===== config.mk =====
export PLATFORM = sky130hd
export DESIGN_NAME = sopc_imem_ctrl
export DESIGN_NICKNAME = d
export VERILOG_FILES = /design/src/rtl/sopc_pkg.sv /design/src/rtl/imem_line_buf.sv /design/src/rtl/sopc_imem_ctrl.sv
export SDC_FILE = /design/constraint.sdc
export NUM_CORES = 1
export LEC_CHECK = 0
export ABC_AREA = 1
export BUFFER_PORTS_ARGS = -buffer_cell sky130_fd_sc_hd__buf_2
export CAP_MARGIN = 30
export CORE_MARGIN = 4
export CORE_UTILIZATION = 55
export CTS_BUF_LIST = sky130_fd_sc_hd__clkbuf_16
export DETAILED_ROUTE_END_ITERATION = 12
export HOLD_SLACK_MARGIN = 0.15
export PLACE_DENSITY = 0.75
export SYNTH_ARGS = -nofsm -noshare
export SYNTH_HDL_FRONTEND = slang
export SYNTH_SLANG_ARGS = --single-unit

===== constraint.sdc =====
create_clock -name clk -period 3.2 [get_ports clk]
set_input_delay 0.64 -clock clk [delete_from_list [all_inputs] [get_ports clk]]
set_output_delay 0.64 -clock clk [all_outputs]
set_load 0.02 [all_outputs]

===== src/rtl/sopc_pkg.sv =====
// ---------------------------------------------------------------------------
// sopc_pkg
// Shared definitions for the instruction-fetch controller slice.
//   state_e     : fetch FSM states (IDLE, WAIT, PREF)
//   NOP_INST    : instruction word returned while no hit is presented
//   WORD_OFFSET : number of byte-offset bits inside a 32-bit word
//   clog2       : ceiling log2 helper for parameter arithmetic
// ---------------------------------------------------------------------------
package sopc_pkg;

  typedef enum logic [1:0] {
    IDLE = 2'd0,
    WAIT = 2'd1,
    PREF = 2'd2
  } state_e;

  localparam logic [31:0] NOP_INST    = 32'h0000_0000;
  localparam int          WORD_OFFSET = 2;

  function automatic int clog2(input int n);
    int r;
    r = 0;
    while ((1 << r) < n) r++;
    return r;
  endfunction

endpackage


===== src/rtl/imem_line_buf.sv =====
// ---------------------------------------------------------------------------
// imem_line_buf
// Direct-mapped fetch buffer: valid/tag/data arrays with one write port,
// a global flush and NRD combinational lookup ports.
// Ports:
//   clk, rst      : clock, asynchronous active-low reset (clears valids)
//   flush         : clear every valid bit on the next edge (beats a write)
//   wr_en         : write wr_tag/wr_data into line wr_idx and mark it valid
//   rd_idx/rd_tag : lookup index/tag per read port
//   rd_hit        : per-port hit (valid and tag match)
//   rd_data       : data of the line addressed by read port 0
// ---------------------------------------------------------------------------
module imem_line_buf
  import sopc_pkg::*;
#(
  parameter int LINES = 4,
  parameter int IW    = 2,
  parameter int TW    = 28,
  parameter int DW    = 32,
  parameter int NRD   = 1
) (
  input  logic                    clk,
  input  logic                    rst,
  input  logic                    flush,
  input  logic                    wr_en,
  input  logic [IW-1:0]           wr_idx,
  input  logic [TW-1:0]           wr_tag,
  input  logic [DW-1:0]           wr_data,
  input  logic [NRD-1:0][IW-1:0]  rd_idx,
  input  logic [NRD-1:0][TW-1:0]  rd_tag,
  output logic [NRD-1:0]          rd_hit,
  output logic [DW-1:0]           rd_data
);

  logic [LINES-1:0] valid_q, valid_d;
  logic [TW-1:0]    tag_q  [LINES];
  logic [TW-1:0]    tag_d  [LINES];
  logic [DW-1:0]    data_q [LINES];
  logic [DW-1:0]    data_d [LINES];

  // Flush is applied after the write so a coincident fill ends up invalid.
  always_comb begin
    valid_d = valid_q;
    tag_d   = tag_q;
    data_d  = data_q;
    if (wr_en) begin
      valid_d[wr_idx] = 1'b1;
      tag_d[wr_idx]   = wr_tag;
      data_d[wr_idx]  = wr_data;
    end
    if (flush) valid_d = '0;
  end

  always_ff @(posedge clk or negedge rst) begin
    if (!rst) begin
      valid_q <= '0;
      tag_q   <= '{default: '0};
      data_q  <= '{default: '0};
    end else begin
      valid_q <= valid_d;
      tag_q   <= tag_d;
      data_q  <= data_d;
    end
  end

  always_comb begin
    for (int r = 0; r < NRD; r++) begin
      rd_hit[r] = valid_q[rd_idx[r]] && (tag_q[rd_idx[r]] == rd_tag[r]);
    end
    rd_data = data_q[rd_idx[0]];
  end

endmodule


===== src/rtl/sopc_imem_ctrl.sv =====
// ---------------------------------------------------------------------------
// sopc_imem_ctrl
// Instruction-fetch controller between the CPU fetch port and a multi-cycle
// ROM. Hits in the fetch buffer are served combinationally with no stall;
// misses hold the CPU while the ROM is read for WAIT_CYCLES+1 cycles.
// Optional feature macro: SOPC_IMEM_SEQ_PREFETCH_EN (sequential prefetch of
// the next word after each demand fill).
// Ports:
//   clk, rst   : clock, asynchronous active-low reset
//   cpu_ce     : CPU fetch request
//   cpu_addr   : fetch byte address (bits [1:0] ignored)
//   cpu_inst   : fetched instruction, NOP when not hitting
//   cpu_stall  : CPU must hold its address and retry
//   flush      : invalidate every buffer line
//   rom_ce     : ROM enable
//   rom_addr   : word-aligned ROM byte address
//   rom_data   : ROM read data
// ---------------------------------------------------------------------------
module sopc_imem_ctrl
  import sopc_pkg::*;
#(
  parameter int AW          = 32,
  parameter int DW          = 32,
  parameter int WAIT_CYCLES = 2,
  parameter int LINES       = 4
) (
  input  logic          clk,
  input  logic          rst,
  input  logic          cpu_ce,
  input  logic [AW-1:0] cpu_addr,
  output logic [DW-1:0] cpu_inst,
  output logic          cpu_stall,
  input  logic          flush,
  output logic          rom_ce,
  output logic [AW-1:0] rom_addr,
  input  logic [DW-1:0] rom_data
);

  localparam int IDX = clog2(LINES);
  localparam int IW  = (IDX > 0) ? IDX : 1;
  localparam int TW  = AW - IDX - WORD_OFFSET;
  localparam int CW  = (clog2(WAIT_CYCLES + 1) > 0) ? clog2(WAIT_CYCLES + 1) : 1;
`ifdef SOPC_IMEM_SEQ_PREFETCH_EN
  localparam int NRD = 2;
`else
  localparam int NRD = 1;
`endif

  // A single-line buffer has no index bits; every address maps to line 0.
  function automatic logic [IW-1:0] idx_of(input logic [AW-1:0] a);
    logic [AW-1:0] s;
    s = a >> WORD_OFFSET;
    return (IDX == 0) ? '0 : s[IW-1:0];
  endfunction

  function automatic logic [TW-1:0] tag_of(input logic [AW-1:0] a);
    logic [AW-1:0] s;
    s = a >> (WORD_OFFSET + IDX);
    return s[TW-1:0];
  endfunction

  state_e          state_q, state_d;
  logic [CW-1:0]   cnt_q, cnt_d;
  logic            rom_ce_q, rom_ce_d;
  logic [AW-1:0]   rom_addr_q, rom_addr_d;
  logic            wr_en;
  logic [NRD-1:0][IW-1:0] rd_idx;
  logic [NRD-1:0][TW-1:0] rd_tag;
  logic [NRD-1:0]  rd_hit;
  logic [DW-1:0]   rd_data;
  logic            hit;

  assign rd_idx[0] = idx_of(cpu_addr);
  assign rd_tag[0] = tag_of(cpu_addr);

`ifdef SOPC_IMEM_SEQ_PREFETCH_EN
  logic            pend_q, pend_d;
  logic [AW-1:0]   pref_addr;

  // The probe port looks up the word after the most recent demand fill,
  // whose address is still held in rom_addr while the FSM sits in IDLE.
  assign pref_addr = rom_addr_q + AW'(4);
  assign rd_idx[1] = idx_of(pref_addr);
  assign rd_tag[1] = tag_of(pref_addr);
`endif

  imem_line_buf #(
    .LINES (LINES),
    .IW    (IW),
    .TW    (TW),
    .DW    (DW),
    .NRD   (NRD)
  ) u_line_buf (
    .clk     (clk),
    .rst     (rst),
    .flush   (flush),
    .wr_en   (wr_en),
    .wr_idx  (idx_of(rom_addr_q)),
    .wr_tag  (tag_of(rom_addr_q)),
    .wr_data (rom_data),
    .rd_idx  (rd_idx),
    .rd_tag  (rd_tag),
    .rd_hit  (rd_hit),
    .rd_data (rd_data)
  );

  assign hit       = cpu_ce & rd_hit[0];
  assign cpu_stall = cpu_ce & ~hit;
  assign cpu_inst  = hit ? rd_data : DW'(NOP_INST);
  assign rom_ce    = rom_ce_q;
  assign rom_addr  = rom_addr_q;

  // WAIT and PREF share the countdown; the line is written on the edge where
  // the counter is already zero, which is the last cycle of rom_ce.
  always_comb begin
    state_d    = state_q;
    cnt_d      = cnt_q;
    rom_ce_d   = rom_ce_q;
    rom_addr_d = rom_addr_q;
    wr_en      = 1'b0;
`ifdef SOPC_IMEM_SEQ_PREFETCH_EN
    pend_d     = pend_q;
`endif
    case (state_q)
      IDLE: begin
        if (cpu_stall) begin
          rom_addr_d = {cpu_addr[AW-1:2], 2'b00};
          cnt_d      = CW'(WAIT_CYCLES);
          rom_ce_d   = 1'b1;
          state_d    = WAIT;
`ifdef SOPC_IMEM_SEQ_PREFETCH_EN
          pend_d     = 1'b0;
        end else if (pend_q) begin
          pend_d = 1'b0;
          if (!rd_hit[1]) begin
            rom_addr_d = pref_addr;
            cnt_d      = CW'(WAIT_CYCLES);
            rom_ce_d   = 1'b1;
            state_d    = PREF;
          end
`endif
        end
      end
      default: begin
        if (cnt_q != '0) begin
          cnt_d = cnt_q - CW'(1);
        end else begin
          wr_en    = 1'b1;
          rom_ce_d = 1'b0;
          state_d  = IDLE;
`ifdef SOPC_IMEM_SEQ_PREFETCH_EN
          pend_d   = (state_q == WAIT);
`endif
        end
      end
    endcase
  end

  always_ff @(posedge clk or negedge rst) begin
    if (!rst) begin
      state_q    <= IDLE;
      cnt_q      <= '0;
      rom_ce_q   <= 1'b0;
      rom_addr_q <= '0;
`ifdef SOPC_IMEM_SEQ_PREFETCH_EN
      pend_q     <= 1'b0;
`endif
    end else begin
      state_q    <= state_d;
      cnt_q      <= cnt_d;
      rom_ce_q   <= rom_ce_d;
      rom_addr_q <= rom_addr_d;
`ifdef SOPC_IMEM_SEQ_PREFETCH_EN
      pend_q     <= pend_d;
`endif
    end
  end

endmodule


Word-level counts from Yosys, hierarchy flattened
Index checks and enable logic that the tools add are counted.
Widths: inputs -> output; s select.
{ "word_totals": {"out_inout_bits": 66, "register_bits": 279, "wordCells": 69, "input_bits": 68} }
{ "op_classes": {"n_reduce_logical": 10, "n_lt_le_gt_ge": 6, "n_mux": 30, "bitwise_logic": 6, "n_eq_ne": 3, "addsub": 1} }
{ "ops": {"columns": ["operator", "n"], "rows": [
  ["$bwmux 128", 1],
  ["$mux 32", 4],
  ["$bwmux 112", 1],
  ["$mux 28", 3],
  ["$bmux 32 s2", 1],
  ["$demux 32 s2", 1],
  ["$bmux 28 s2", 1],
  ["$demux 28 s2", 1],
  ["$eq 28x28->1", 1],
  ["$mux 2", 6],
  ["$mux 4", 2],
  ["$mux 1", 7],
  ["$ge 3x3->1 const B", 2],
  ["$lt 2x3->1 const B", 2],
  ["$not 2->3", 2],
  ["$reduce_and 2->1", 3],
  ["$reduce_bool 2->1", 3],
  ["$or 4x4->4", 1],
  ["$logic_and 1x1->1", 3],
  ["$lt 3x1->1 const B", 1],
  ["$and 1x1->1", 2],
  ["$bmux 1 s2", 1],
  ["$demux 1 s2", 1],
  ["$ge 2x1->1 const B", 1],
  ["5 further kinds", 5]
]} }

Depth between registers and ports, before layout
{ "depth": {"depth_word": 11, "ltp_mapped": 17} }

Modules after synthesis
A second synthesis with hierarchy kept.
{ "unflattened": {"cells_unflattened": 1591, "area_unflattened_um2": 12704.7} }
{ "by_module_without_submodules": {"columns": ["mod", "instances", "cells_per_inst", "area_each_um2"], "rows": [
  ["imem_line_buf", 1, 1366, 11025.6],
  ["sopc_imem_ctrl", 1, 225, 1679.1]
]} }

Worst setup path after synthesis
No wires, ideal clock.
{ "synth_timing": {"kind": "input -> output", "from": "in cpu_addr[3]", "to": "out cpu_inst[10]", "arrival_time_ns": 2.232, "path_stages": 12, "path_slack_ns": 0.328, "n_path_buf": 2, "cell_sequence": "inv_1 > clkbuf_1 > nand3_1 > nand2_1 > nand2_1 > nand2_1 > and3_1 > nand2_1 > nor3_1 > nand3_1 > buf_2 > nor2_1"} }
{ "synth_via": {"elab_chain_len": 8} }
{ "synth_rtl": {"columns": ["item", "line", "source"], "rows": [
  ["from (decl)", "sopc_imem_ctrl.sv:30", "input logic [AW-1:0] cpu_addr,"],
  ["$not 2->3 (implied by the code)", "imem_line_buf.sv:68, imem_line_buf.sv:70", null],
  ["$bmux 28 s2", "imem_line_buf.sv:68", "rd_hit[r] = valid_q[rd_idx[r]] && (tag_q[rd_idx[r]] == rd_tag[r]);"],
  ["$mux 28 (implied by the code) (2 in a row)", "imem_line_buf.sv:68", null],
  ["$eq 28x28->1", "imem_line_buf.sv:68", null],
  ["$logic_and 1x1->1", "imem_line_buf.sv:68", null],
  ["$and 1x1->1", "sopc_imem_ctrl.sv:107", "assign hit = cpu_ce & rd_hit[0];"],
  ["$mux 32 (*)", "sopc_imem_ctrl.sv:109", "assign cpu_inst = hit ? rd_data : DW'(NOP_INST);"],
  ["to (decl)", "sopc_imem_ctrl.sv:31", "output logic [DW-1:0] cpu_inst,"]
]} }
Every way passes the cells marked *; elsewhere a longest branch is shown, timed or not. The select of a mux whose other input is x is not followed.

Worst setup path after layout
{ "layout_timing": {"from": "in cpu_addr[2]", "to": "out cpu_inst[1]"} }
The elaborated chain is that of the path after synthesis.

==> metrics <==
Post-synth EDFFs 0; minimum clock period 3.363 ns; R2R Setup Slk 0.73 ns; Post-Synth Simple-Gate Area 23.35%; # placed instances 1936; FF+latch count, synth 277; Die ar. 0.02544 sq mm; Cell Rows 55; Synth area leaders dfrtp_1 55%, nand2_1 17%, o21ai_0 11%; reg2reg end u_line_buf.tag_q[65]; # setup viols final 32; Final Wtd Congestion 0.8689; Mapped Cells 1577; final core utilization 69.83%; Avg WL per Cell 17.92 um; commonest cells in the netlist 585 x nand2_1, 277 x dfrtp_1, 265 x o21ai_0, 104 x inv_1, 94 x nand3_1; Int Pwr 0.008913 W; Post-Synth XOR/XNOR Area 0%; Synth async-reset ratio 100.0%; CTS tree built; top cell type's share of synthesized area 54.91%; CP Buf/Inv Count 5; max-slew violation count 0; Post-Route Setup TNS -4.160 ns; HP Start flush; clock power share 24.5%; dominant cell by count in the synthesized netlist nand2_1; critical path's top delay family simple AND/OR/NAND/NOR gates; post-synthesis compound-gate area fraction 15.06%; Final Cell Area 0.01581 sq mm; Synth Area in Adders 0.09911%; GRT Total Usage 24.97%; switching power 0.005084 W; Synth Flop Type dfrtp_1; crit path max fanout 8; clk sinks 277; GRT overflow 0; Port Buffer Count 129; Worst setup EP type output port; Netlist cell types 24; Layout Skew 0.008085 ns; Post-Syn Area 0.01262 sq mm; dominant cell type by area after synthesis dfrtp_1; CTS root buf clkbuf_16; Comb pwr share 30.8%; critical path depth 14; post-synthesis sequential area ratio 54.91%; io pins 134; failing checks negative setup slack; share of layout cells above drive strength 1 19.38%; Clock transition at path regs 0.06 ns; # DRC 0; final wirelength 36100 um; initial core utilization 55.76%; largest net degree at the start of global routing 122; CTS buffer count 29; R2R cell count 9; Die X 159.5 um; post-synthesis mux area share 0%; largest family of logic cells by synthesized area simple AND/OR/NAND/NOR gates; hold endpoint u_line_buf.valid_q[2]; vias per cell 5.689; CP peak stage delay 0.28 ns; placed cell areas 0.01379 sq mm; Leak 8.000 nW; worst-path cell chain buf_16, clkinv_16, buf_12, nand2_1, nand3_2, nand3_2, nand2_1, nor2_1, nand4_1, nor3_4, nand3_4, clkbuf_16, nor2_1, buf_4; CP Launch Type primary input; Vias 11460; fmax 297.4 MHz; Syn. warnings 0; H-tree levels 1; Antenna Nets Post-Route 0; syn avg cell area 8.005 sq um; diode count 0; reg2reg start cnt_q[0]; Chip Height 159.5 um; Final Worst Setup Slack -0.1630 ns; Final Hold Fails 0; Worst Hold Class in -> reg; max-cap violation count 0; status complete, but fails checks; pwr dens 885.3 mW/mm^2; placed wire-length estimate 19900 um; Worst EP arrival 2.72 ns; Synth-to-Final Area Change 25.23%; Sw Ratio 36.32%; initial antenna violation count 0; Slew @ Worst Pin 0.8541 ns; vias in the first global route 10530; Reg power frac 44.8%; initial DRC count 1085; Pre-antenna DRT Iters 6; area of the core 0.02264 sq mm; CTS Buffer Depth 3; Rel. slew slack 43.06%; final cell count without fillers 2014; RSZ-0062 raised after global routing true; Final period util 105.1%; wire length of the first global-routing pass 52970 um; fin nets 1775; Peak VDD IR 0.0005886 V; crit path kind in -> out; worst path required time 2.56 ns; WHS Path Cells 2; CP max-delay cell nor3_4; clock latency on the worst-skew pair 0.55 ns
==> stage by stage <==
stage	power (W)	setup slack (ns)	hold WS, ns
detailed placement	0.01022	-0.04914	0.4727
floorplan	0.008829	0.3278	0.3444
global route	0.01496	-0.2092	0.2797
finish	0.01400	-0.1630	0.2834
CTS	0.01371	0.01705	0.2634
global placement	0.009986	0.007817	0.4656
==> worst max-delay path by stage <==
stage | start | end | slack, ns
after global placement | cpu_addr[2] | cpu_inst[4] | 0.008
after global routing | cpu_addr[2] | cpu_inst[5] | -0.21
after CTS | cpu_addr[2] | cpu_inst[18] | 0.02
after detailed placement | cpu_addr[2] | cpu_inst[2] | -0.05
after floorplan | cpu_addr[3] | cpu_inst[10] | 0.33
final | cpu_addr[2] | cpu_inst[1] | -0.16
==> cell type report <==
type | instances | area (sq um)
Clock inverter | 25 | 237.7
Timing Repair inverter | 1 | 11.26
Multi-Input combinational cell | 1094 | 5336
Timing Repair Buffer | 198 | 1788
Sequential cell | 277 | 6932
Clock buffer | 29 | 725.7
Tap cell | 285 | 356.6
Fill cell | 1756 | 6830
Inverter | 105 | 422.9
==> metal layers <==
layer | part of all wire (%) | GRT usage (%) | vias up | routed length [um]
met5 | 0 | 0 | - | 0
met4 | 2.5 | 6.548 | 0 | 906
met2 | 49 | 41.18 | 463 | 17720
li1 | - | - | 5368 | -
met3 | 6.9 | 3.365 | 76 | 2499
met1 | 41 | 35.28 | 5550 | 14970
==> kinds of logic (layout without fill, tap and decap cells) <==
group | after synthesis | in the layout
flip-flops | 277 | 277
other | 1 | 2
buffers and inverters | 207 | 358
AND/OR/NAND/NOR | 744 | 744
AO/OA/AOI/OAI | 347 | 347
adder cells (fa/ha/maj) | 1 | 1
==> flip-flops by register name (all words and copies together) (netlist names) <==
signal	cells
state_q	1
u_line_buf.valid_q	4
rom_addr	30
cnt_q	2
u_line_buf.tag_q	112
u_line_buf.data_q	128
==> cells in the final DEF, fill, tap and decap left out, types with 7 or more instances in the layout <==
cell type  instances
a21oi_1           38
nand3_4            7
nand3_1           52
clkbuf_16         42
a32o_1            32
nand2_1          558
o21ai_1            9
nor2_2            11
nor2_1            33
nand2_2           22
buf_6             11
nand3_2           36
buf_12            14
buf_4             53
nor2_4             7
o21ai_0          264
buf_2             99
clkinv_1          10
dfrtp_1          277
inv_1            106
==> power by group through the flow <==
| stage | sequential (W) | combinational [W] | clock (W) |
|---|---|---|---|
| after detailed placement | 0.00623 | 0.00399 | 0 |
| final | 0.00627 | 0.00431 | 0.00342 |
| after global routing | 0.00644 | 0.00491 | 0.00362 |
| after CTS | 0.00620 | 0.00404 | 0.00347 |
| after floorplan | 0.00621 | 0.00262 | 0 |
| after global placement | 0.00616 | 0.00382 | 0 |
==> worst register-to-register path, cell delays in order, from the launching register on <==
cell and delay, ns:
dfrtp_1 0.34, inv_1 0.06, ha_1 0.24, nand2_1 0.08
inv_1 0.16, nand3_4 0.10, buf_4 0.65, buf_4 0.50
nand2_1 0.11, o21ai_0 0.12
==> timing repair <==
action / 4_1_cts / 5_1_grt
setup buffers: 0 / 7
pin swaps: 1 / 24
endpoints found under the setup margin: 32 / 32
cloned: 1 / 15
hold endpoints to repair: 80 / 0
hold buffers: 1 / 0
gates resized for setup: 11 / 154
Power figures use the tool's default switching activity.
